[src/rtl/int_ex_arbiter_if.sv]
// int_ex_arbiter_if: issue-request and execute-input bundle around the integer execute arbiter
interface int_ex_arbiter_if #(
  parameter int N_REQ = 2,
  parameter int PAYLOAD_W = 128,
  parameter int ROB_ID_W = 5,
  parameter int PTR_W = $clog2(N_REQ)
);
  logic [N_REQ-1:0] req_valid;
  logic [N_REQ-1:0] req_ready;
  logic [N_REQ*PAYLOAD_W-1:0] req_payload;
  logic [N_REQ*ROB_ID_W-1:0] req_rob_id;
  logic ex_valid;
  logic [PAYLOAD_W-1:0] ex_payload;
  logic [ROB_ID_W-1:0] ex_rob_id;
  logic ex_ready;
  logic flush;
  logic [ROB_ID_W-1:0] flush_rob_id;
  logic [ROB_ID_W-1:0] rob_head_id;
  logic [PTR_W-1:0] rr_ptr;
  modport master (
    output req_valid, req_payload, req_rob_id, ex_ready, flush, flush_rob_id, rob_head_id,
    input req_ready, ex_valid, ex_payload, ex_rob_id, rr_ptr
  );
  modport slave (
    input req_valid, req_payload, req_rob_id, ex_ready, flush, flush_rob_id, rob_head_id,
    output req_ready, ex_valid, ex_payload, ex_rob_id, rr_ptr
  );
endinterface

[src/rtl/int_ex_arbiter.sv]
// int_ex_arbiter: round-robin share of the integer execute unit with flush squash
module int_ex_arbiter #(
  parameter int N_REQ = 2,
  parameter int PAYLOAD_W = 128,
  parameter int ROB_ID_W = 5,
  parameter int PTR_W = $clog2(N_REQ)
) (
  input logic clk,
  input logic rst,
  int_ex_arbiter_if.slave bus
);
  logic [PAYLOAD_W-1:0] pay [N_REQ];
  logic [ROB_ID_W-1:0] rob [N_REQ];
  logic [PTR_W-1:0] winner, rr_nxt;
  logic found, can_load, xfer, kill;
  logic [ROB_ID_W-1:0] ex_age, fl_age;
  int c;
  for (genvar g = 0; g < N_REQ; g++) begin : g_unpack
    assign pay[g] = bus.req_payload[g*PAYLOAD_W +: PAYLOAD_W];
    assign rob[g] = bus.req_rob_id[g*ROB_ID_W +: ROB_ID_W];
  end
  // circular scan from rr_ptr; iterations run farthest-first so the nearest valid requester wins
  always_comb begin
    winner = bus.rr_ptr;
    found = 1'b0;
    c = 0;
    for (int k = N_REQ - 1; k >= 0; k--) begin
      c = (int'(bus.rr_ptr) + k) % N_REQ;
      if (bus.req_valid[c[PTR_W-1:0]]) begin
        winner = c[PTR_W-1:0];
        found = 1'b1;
      end
    end
  end
  // grant gating, ROB-age squash decision and next pointer
  always_comb begin
    can_load = !bus.ex_valid | bus.ex_ready;
    ex_age = bus.ex_rob_id - bus.rob_head_id;
    fl_age = bus.flush_rob_id - bus.rob_head_id;
    kill = bus.flush & bus.ex_valid & (ex_age > fl_age);
    bus.req_ready = (can_load & !bus.flush & found) ? N_REQ'(1) << winner : '0;
    xfer = |(bus.req_valid & bus.req_ready);
    rr_nxt = (winner == PTR_W'(N_REQ - 1)) ? '0 : winner + 1'b1;
  end
  // execute-input pipeline register and round-robin pointer
  always_ff @(posedge clk) begin
    if (rst) begin
      bus.ex_valid <= 1'b0;
      bus.ex_payload <= '0;
      bus.ex_rob_id <= '0;
      bus.rr_ptr <= '0;
    end else if (xfer) begin
      bus.ex_valid <= 1'b1;
      bus.ex_payload <= pay[winner];
      bus.ex_rob_id <= rob[winner];
      bus.rr_ptr <= rr_nxt;
    end else if (kill || (bus.ex_valid && bus.ex_ready)) begin
      bus.ex_valid <= 1'b0;
    end
  end
  a_onehot: assert property (@(posedge clk) $onehot0(bus.req_ready));
  a_stable: assert property (@(posedge clk) disable iff (rst)
    bus.ex_valid && !bus.ex_ready && !bus.flush |=> $stable(bus.ex_payload));
endmodule
[src/flat_wrapper.sv]
// flat-port wrapper written by rule: the top's interface ports become plain ports
module int_ex_arbiter_flat 
#(
  parameter int N_REQ = 2,
  parameter int PAYLOAD_W = 128,
  parameter int ROB_ID_W = 5,
  parameter int PTR_W = $clog2(N_REQ)
)
  (clk, rst, bus_req_valid, bus_req_payload, bus_req_rob_id, bus_ex_ready, bus_flush, bus_flush_rob_id, bus_rob_head_id, bus_req_ready, bus_ex_valid, bus_ex_payload, bus_ex_rob_id, bus_rr_ptr);
  int_ex_arbiter_if #(.N_REQ(N_REQ), .PAYLOAD_W(PAYLOAD_W), .ROB_ID_W(ROB_ID_W), .PTR_W(PTR_W)) bus_i ();
  input logic clk;
  input logic rst;
  input wire logic [$bits(bus_i.req_valid)-1:0] bus_req_valid;
  input wire logic [$bits(bus_i.req_payload)-1:0] bus_req_payload;
  input wire logic [$bits(bus_i.req_rob_id)-1:0] bus_req_rob_id;
  input wire logic [$bits(bus_i.ex_ready)-1:0] bus_ex_ready;
  input wire logic [$bits(bus_i.flush)-1:0] bus_flush;
  input wire logic [$bits(bus_i.flush_rob_id)-1:0] bus_flush_rob_id;
  input wire logic [$bits(bus_i.rob_head_id)-1:0] bus_rob_head_id;
  output wire logic [$bits(bus_i.req_ready)-1:0] bus_req_ready;
  output wire logic [$bits(bus_i.ex_valid)-1:0] bus_ex_valid;
  output wire logic [$bits(bus_i.ex_payload)-1:0] bus_ex_payload;
  output wire logic [$bits(bus_i.ex_rob_id)-1:0] bus_ex_rob_id;
  output wire logic [$bits(bus_i.rr_ptr)-1:0] bus_rr_ptr;
  assign bus_i.req_valid = bus_req_valid;
  assign bus_i.req_payload = bus_req_payload;
  assign bus_i.req_rob_id = bus_req_rob_id;
  assign bus_i.ex_ready = bus_ex_ready;
  assign bus_i.flush = bus_flush;
  assign bus_i.flush_rob_id = bus_flush_rob_id;
  assign bus_i.rob_head_id = bus_rob_head_id;
  assign bus_req_ready = bus_i.req_ready;
  assign bus_ex_valid = bus_i.ex_valid;
  assign bus_ex_payload = bus_i.ex_payload;
  assign bus_ex_rob_id = bus_i.ex_rob_id;
  assign bus_rr_ptr = bus_i.rr_ptr;
  int_ex_arbiter #(.N_REQ(N_REQ), .PAYLOAD_W(PAYLOAD_W), .ROB_ID_W(ROB_ID_W), .PTR_W(PTR_W)) u_core (.clk(clk), .rst(rst), .bus(bus_i));
endmodule
[config.mk]
export PLATFORM = sky130hd
export DESIGN_NAME = int_ex_arbiter_flat
export DESIGN_NICKNAME = d
export VERILOG_FILES = /design/src/rtl/int_ex_arbiter_if.sv /design/src/rtl/int_ex_arbiter.sv /design/src/flat_wrapper.sv
export SDC_FILE = /design/constraint.sdc
export NUM_CORES = 1
export LEC_CHECK = 0
export CORE_AREA = 2 2 161 163
export CTS_CLUSTER_SIZE = 25
export DETAILED_ROUTE_END_ITERATION = 10
export DIE_AREA = 0 0 163 165
export HOLD_SLACK_MARGIN = 0.15
export SLEW_MARGIN = 10
export SYNTH_ARGS = -nofsm -noshare
export SYNTH_HDL_FRONTEND = slang
export SYNTH_SLANG_ARGS = --single-unit
[constraint.sdc]
create_clock -name clk -period 2.2 [get_ports clk]
set_input_delay 0.44 -clock clk [delete_from_list [all_inputs] [get_ports clk]]
set_output_delay 0.44 -clock clk [all_outputs]
set_load 0.01 [all_outputs]
---- Word level (Yosys, flattened, before mapping) ----
Cells that the tools add are included.
word-level totals
  word-level logic and storage cells ...... 44
  input port bits ......................... 282
  output and inout port bits .............. 137
  register bits after elaboration ......... 135
cells by class
  shifts and indexed selects .............. 1
  mux-type cells .......................... 18
  add/sub/neg operators ................... 4
  order comparisons ....................... 4
  reductions and logical operators ........ 6
  bitwise operators ....................... 7
operators with widths
  kind                                                                          number
  128-bit 2-to-1 mux                                                            3
  5-bit 2-to-1 mux                                                              3
  1-bit 2-to-1 mux                                                              11
  5-bit subtractor                                                              2
  5-bit > comparator                                                            1
  1-bit bitwise AND                                                             4
  1-bit by 2-bit less-than comparator with 1-bit output, second input constant  2
  1-bit adder, second input constant                                            2
  2-bit bitwise AND                                                             1
  2-bit greater-or-equal comparator, second input constant                      1
  1-bit zero test                                                               2
  2-bit 2-to-1 mux                                                              1
  1-bit NOT with 2-bit output                                                   1
  2-bit nonzero test                                                            1
  2-bit OR reduction                                                            1
  1-bit by 1-bit << shifter with 2-bit output, first input constant             1
  1-bit logical AND                                                             1
  1-bit logical OR                                                              1
  1-bit bitwise OR                                                              1

---- Longest topological paths before layout ----
  depth in word-level cells ............... 10
  depth in mapped cells ................... 11
  gate-level depth less buffers ........... 11

---- Least setup slack after synthesis ----
Ideal clock, no wire load.
  path kind ............................... input-to-reg
  from .................................... input bus_flush_rob_id[0]
  to ...................................... register u_core.bus.ex_valid
  stages .................................. 11
  arrival time ............................ 2.213 ns
  required time ........................... 2.105 ns
  setup slack ............................. -0.108 ns
  library setup time ...................... 0.095 ns
  cells stage by stage .................... inv_1 > ha_1 > inv_1 > fa_1 > a21o_1 > a21oi_1 > xnor2_1 > ha_1 > nand4_1 > o21a_1 > a221oi_1
on the way
  word-level cells in the longest chain between the ends .. 5
ends and longest elaborated chain
  item                          RTL line                 RTL
  start: declaration            flat_wrapper.sv:18       input wire logic [$bits(bus_i.flush_rob_id)-1:0] bus_flush_rob_id;
  5-bit subtractor              int_ex_arbiter.sv:39     fl_age = bus.flush_rob_id - bus.rob_head_id;
  5-bit > comparator            int_ex_arbiter.sv:40     kill = bus.flush & bus.ex_valid & (ex_age > fl_age);
  1-bit bitwise AND             int_ex_arbiter.sv:40
  1-bit logical OR              int_ex_arbiter.sv:57     end else if (kill || (bus.ex_valid && bus.ex_ready)) begin
  2-bit nonzero test (no line)  --
  end signal: assignment        int_ex_arbiter.sv:48     bus.ex_valid <= 1'b0;
  end signal: assignment        int_ex_arbiter.sv:53     bus.ex_valid <= 1'b1;
  end signal: assignment        int_ex_arbiter.sv:58     bus.ex_valid <= 1'b0;
  end: declaration              int_ex_arbiter_if.sv:26  output req_ready, ex_valid, ex_payload, ex_rob_id, rr_ptr
No other way between the ends.
A chain may end at the register's enable or synchronous reset.

---- Worst setup path after layout ----
  from .................................... register u_core.bus.ex_rob_id[0]
  to ...................................... register u_core.bus.ex_valid
on the way
  word-level cells in the longest chain between the ends .. 5
ends and longest elaborated chain
  item                          RTL line                 RTL
  start: declaration            int_ex_arbiter_if.sv:26
  start signal: assignment      int_ex_arbiter.sv:55     bus.ex_rob_id <= rob[winner];
  5-bit subtractor              int_ex_arbiter.sv:38     ex_age = bus.ex_rob_id - bus.rob_head_id;
  5-bit > comparator            int_ex_arbiter.sv:40
  1-bit bitwise AND             int_ex_arbiter.sv:40
  1-bit logical OR              int_ex_arbiter.sv:57
  2-bit nonzero test (no line)  --
No other way between the ends.

==> out/qor_table.md <==
| Quantity | Reported | Unit |
| --- | --- | --- |
| Run status | finished with violations | - |
| Violations in the final reports | setup timing | - |
| DRC violation count after routing | 0 | - |
| Largest stage delay on the critical path | 0.35 | ns |
| Met1 routing resource usage after global routing | 22.5 | % |
| CP Capture Type | register | - |
| Number of ports placed on the die boundary | 419 | - |
| Crit path launch type | register | - |
| Library cells used by synthesis | 24 | - |
| Vias after detailed routing | 7214 | - |
| Starting density of the core | 25.8 | % |
| Worst Max-Slew Pin Slew | 0.516 | ns |
| Final setup slack of the worst path | -0.0473 | ns |
| Worst hold path class | input pin to register | - |
| Number of max-cap violations | 0 | - |
| Ys Warns | 0 | - |
| Synth Area per Inst | 8.08 | um2 |
| Final period util | 102 | % |
| Data required, critical path | 2.52 | ns |
| Worst Path Class, Setup | register to register | - |
| Power per unit of standard cell area | 693 | mW/mm2 |
| Global-route usage over all layers | 18.9 | % |
| FMAX | 445 | MHz |
| Proportion of layout cells with a drive suffix above 1 | 11.0 | % |
| Maximum clock insertion buffer count | 2 | - |
| Met2 track demand over resource in global routing | 31.8 | % |
| Peak-usage layer in the global routing report | met2 | - |
| Count of filler cells inserted in the layout | 2502 | - |
| Leading cell types in the layout, fill and taps excluded | sky130_fd_sc_hd__clkdlybuf4s50_1 (411), sky130_fd_sc_hd__a21oi_1 (136), sky130_fd_sc_hd__nor2_1 (135) | - |
| Synth Net Count | 1097 | - |
| Total number of nets in the final design | 1491 | - |
| Vertical die dimension | 165 | um |
| Instance count of the mapped netlist | 800 | - |
| Area contributors post-synth | sky130_fd_sc_hd__dfxtp_1 (42%), sky130_fd_sc_hd__a21oi_1 (11%), sky130_fd_sc_hd__a211oi_2 (10%) | - |
| Top fanout value on the critical path | 3 | - |
| Most common library cell in the layout ignoring fill and taps | sky130_fd_sc_hd__clkdlybuf4s50_1 | - |
| Wirelength, routed | 26300 | um |
| Min cycle time layout | 2.25 | ns |
| Number of nets with antenna violations after detailed routing | 0 | - |
| Number of search-and-repair iterations in the first detailed-routing pass | 6 | - |
| Vias in the first global route | 7143 | - |
| Worst hold slack after final layout | 0.415 | ns |
| Routed len/inst | 17.1 | um |
| Wire length of the first global-routing pass | 40000 | um |
| Dpl hpwl | 18600 | um |
| RD Place Congestion | 0.815 | - |
| Total number of H-tree levels | 4 | - |
| Cell chain of the critical path | inv_2, ha_1, inv_2, fa_2, a21o_1, a21oi_2, xnor2_1, ha_1, nand4_1, o21a_1, a221oi_2 | - |
| Via/cell ratio | 4.69 | - |
| Leak pwr | 4.35 | nW |
| Relative area change from synthesis to final layout | 81.3 | % |
| Die width | 163 | um |
| Fin. max-slew vios | 0 | - |
| CTS tree | built | - |
| Synthesized cell area | 0.00646 | mm2 |
| DP Worst Slack | -0.652 | ns |
| Post-CTS Hold Fix Bufs | 0 | - |
| IO Port Bufs | 418 | - |
| Ys flop type | sky130_fd_sc_hd__dfxtp_1 | - |
| Maximum resistive drop on vdd | 0.399 | mV |
| Summed area of non-filler cells in the final layout | 0.0117 | mm2 |
| Worst-case headroom to the max-slew limit | 65.6 | % |
| Setup-failing EPs final | 1 | - |
| Hold violation total from the final report | 0 | - |
| Total design power | 8.11 | mW |
| Number of enable flip-flop cells after synthesis | 0 | - |
| Arrival time of data at the critical path endpoint | 2.57 | ns |
| Leftover overflow at the end of global routing | 0 | - |
| Setup repair after global routing missed its margin | yes | - |
| Starting DRT DRC Count | 323 | - |
| Post-synthesis register bit count | 135 | - |
| Area leader, netlist | sky130_fd_sc_hd__dfxtp_1 | - |
| Standard cell core area | 0.0250 | mm2 |
| CTS clk-pin slew, worst paths | 0.06 | ns |
| Pin count of the biggest net entering global routing | 92 | - |
| Post-detailed-placement cell area | 0.0111 | mm2 |
| Area of the die | 0.0269 | mm2 |
| Asr flop ratio synth | 0 | % |
| Cell row count | 58 | - |
| Worst setup skew after layout | 0.0114 | ns |
| Later-pin clock latency in the skew report | 0.42 | ns |
| Slowest CP cell | sky130_fd_sc_hd__ha_1 | - |
| Fraction of post-synthesis cell area in the top cell type by area | 41.8 | % |
| Number of antenna violations at the first check in global routing | 3 | - |
| Clock root cell | sky130_fd_sc_hd__clkbuf_16 | - |
| Grt met3 use | 6.45 | % |
| Inserted Clock Buffers | 17 | - |
| Sequential element share of the synthesized area | 41.8 | % |
| CTS Sinks | 135 | - |
## Yosys cell counts, types with 10 or more instances
| cell type | count |
|---|---|
| sky130_fd_sc_hd__clkbuf_1 | 33 |
| sky130_fd_sc_hd__a21oi_1 | 139 |
| sky130_fd_sc_hd__nand2_1 | 134 |
| sky130_fd_sc_hd__ha_1 | 13 |
| sky130_fd_sc_hd__nor2_1 | 135 |
| sky130_fd_sc_hd__dfxtp_1 | 135 |
| sky130_fd_sc_hd__inv_1 | 10 |
| sky130_fd_sc_hd__a211oi_2 | 52 |
| sky130_fd_sc_hd__a211oi_1 | 80 |
| sky130_fd_sc_hd__buf_4 | 13 |
| sky130_fd_sc_hd__buf_2 | 28 |
## stage by stage
stage                     cells  util (%)  setup TNS, ns
after CTS                  1537      46.8        -0.0258
after detailed placement   1504      44.4         -11.57
after global placement     1504      44.4          -9.62
final                      1539      46.8        -0.0473
after global routing       1539      46.8         -0.182
after floorplan             800         -        -0.0354
## cell families (layout without fill, tap and decap cells)
| family | count (synthesis) | after routing | synth area share (%) |
|---|---|---|---|
| compound gates | 282 | 282 | 31.5 |
| simple gates | 276 | 276 | 16.3 |
| flops | 135 | 135 | 41.8 |
| buf+inv | 84 | 491 | 6.18 |
| fa+ha+maj | 15 | 15 | 3.14 |
| xor+xnor | 8 | 8 | 1.08 |
| other cells | 0 | 2 | 0 |
## repair_timing
item	CTS	global route
buffers inserted	1	0
resized for setup	13	6
endpoints found under the setup margin	3	3
pin swaps	9	9
## power by group
group | switching (mW) | total [mW] | internal (mW)
registers | 0.134 | 2.82 | 2.69
clock network | 1.20 | 2.89 | 1.69
logic | 1.09 | 2.40 | 1.31
total | 2.43 | 8.11 | 5.69
## registers in the layout, indices dropped and copies added (netlist names)
register               count
u_core.bus.ex_payload    128
u_core.bus.ex_rob_id       5
u_core.bus.ex_valid        1
u_core.bus.rr_ptr          1
## layer usage
layer  routed length, um  up-vias  share of wire, %
met5                  12        -             0.046
met4                 425        2               1.6
met3                2270       24               8.6
met2               12500      284                47
met1               11100     3328                42
li1                    -     3576                 -
## final timing paths
check / to / slack (ns) / cells past startpoint / from
min: u_core.bus.ex_payload[53] / 0.42 / 2 / rst
max reg2reg: u_core.bus.ex_valid / -0.05 / 11 / u_core.bus.ex_rob_id[0]
max: u_core.bus.ex_valid / -0.05 / 11 / u_core.bus.ex_rob_id[0]
min reg2reg: u_core.bus.ex_rob_id[0] / 0.48 / 2 / u_core.bus.ex_rob_id[0]
## critical path, delay by kind of cell (launching register included)
| kind | cells | cell delay [ns] |
|---|---|---|
| and+or+nand+nor | 1 | 0.13 |
| xor gates and xnor gates | 1 | 0.08 |
| adders and majority gates | 3 | 0.83 |
| DFF | 1 | 0.32 |
| AOI/OAI and AO/OA | 4 | 0.70 |
| buffers and inverters | 2 | 0.10 |
## area by class of cell
cell class,count,area (um2),area share (%)
Clock inverter,13,148,1.26
Antenna cell,2,5.00,0.0427
Multi-Input combinational cell,581,3420,29.2
Timing Repair Buffer,449,4560,38.9
Sequential cell,135,2700,23.1
Tap cell,330,413,3.52
Clock buffer,19,433,3.70
Inverter,10,37.5,0.320
Power figures use the tool's default switching activity.
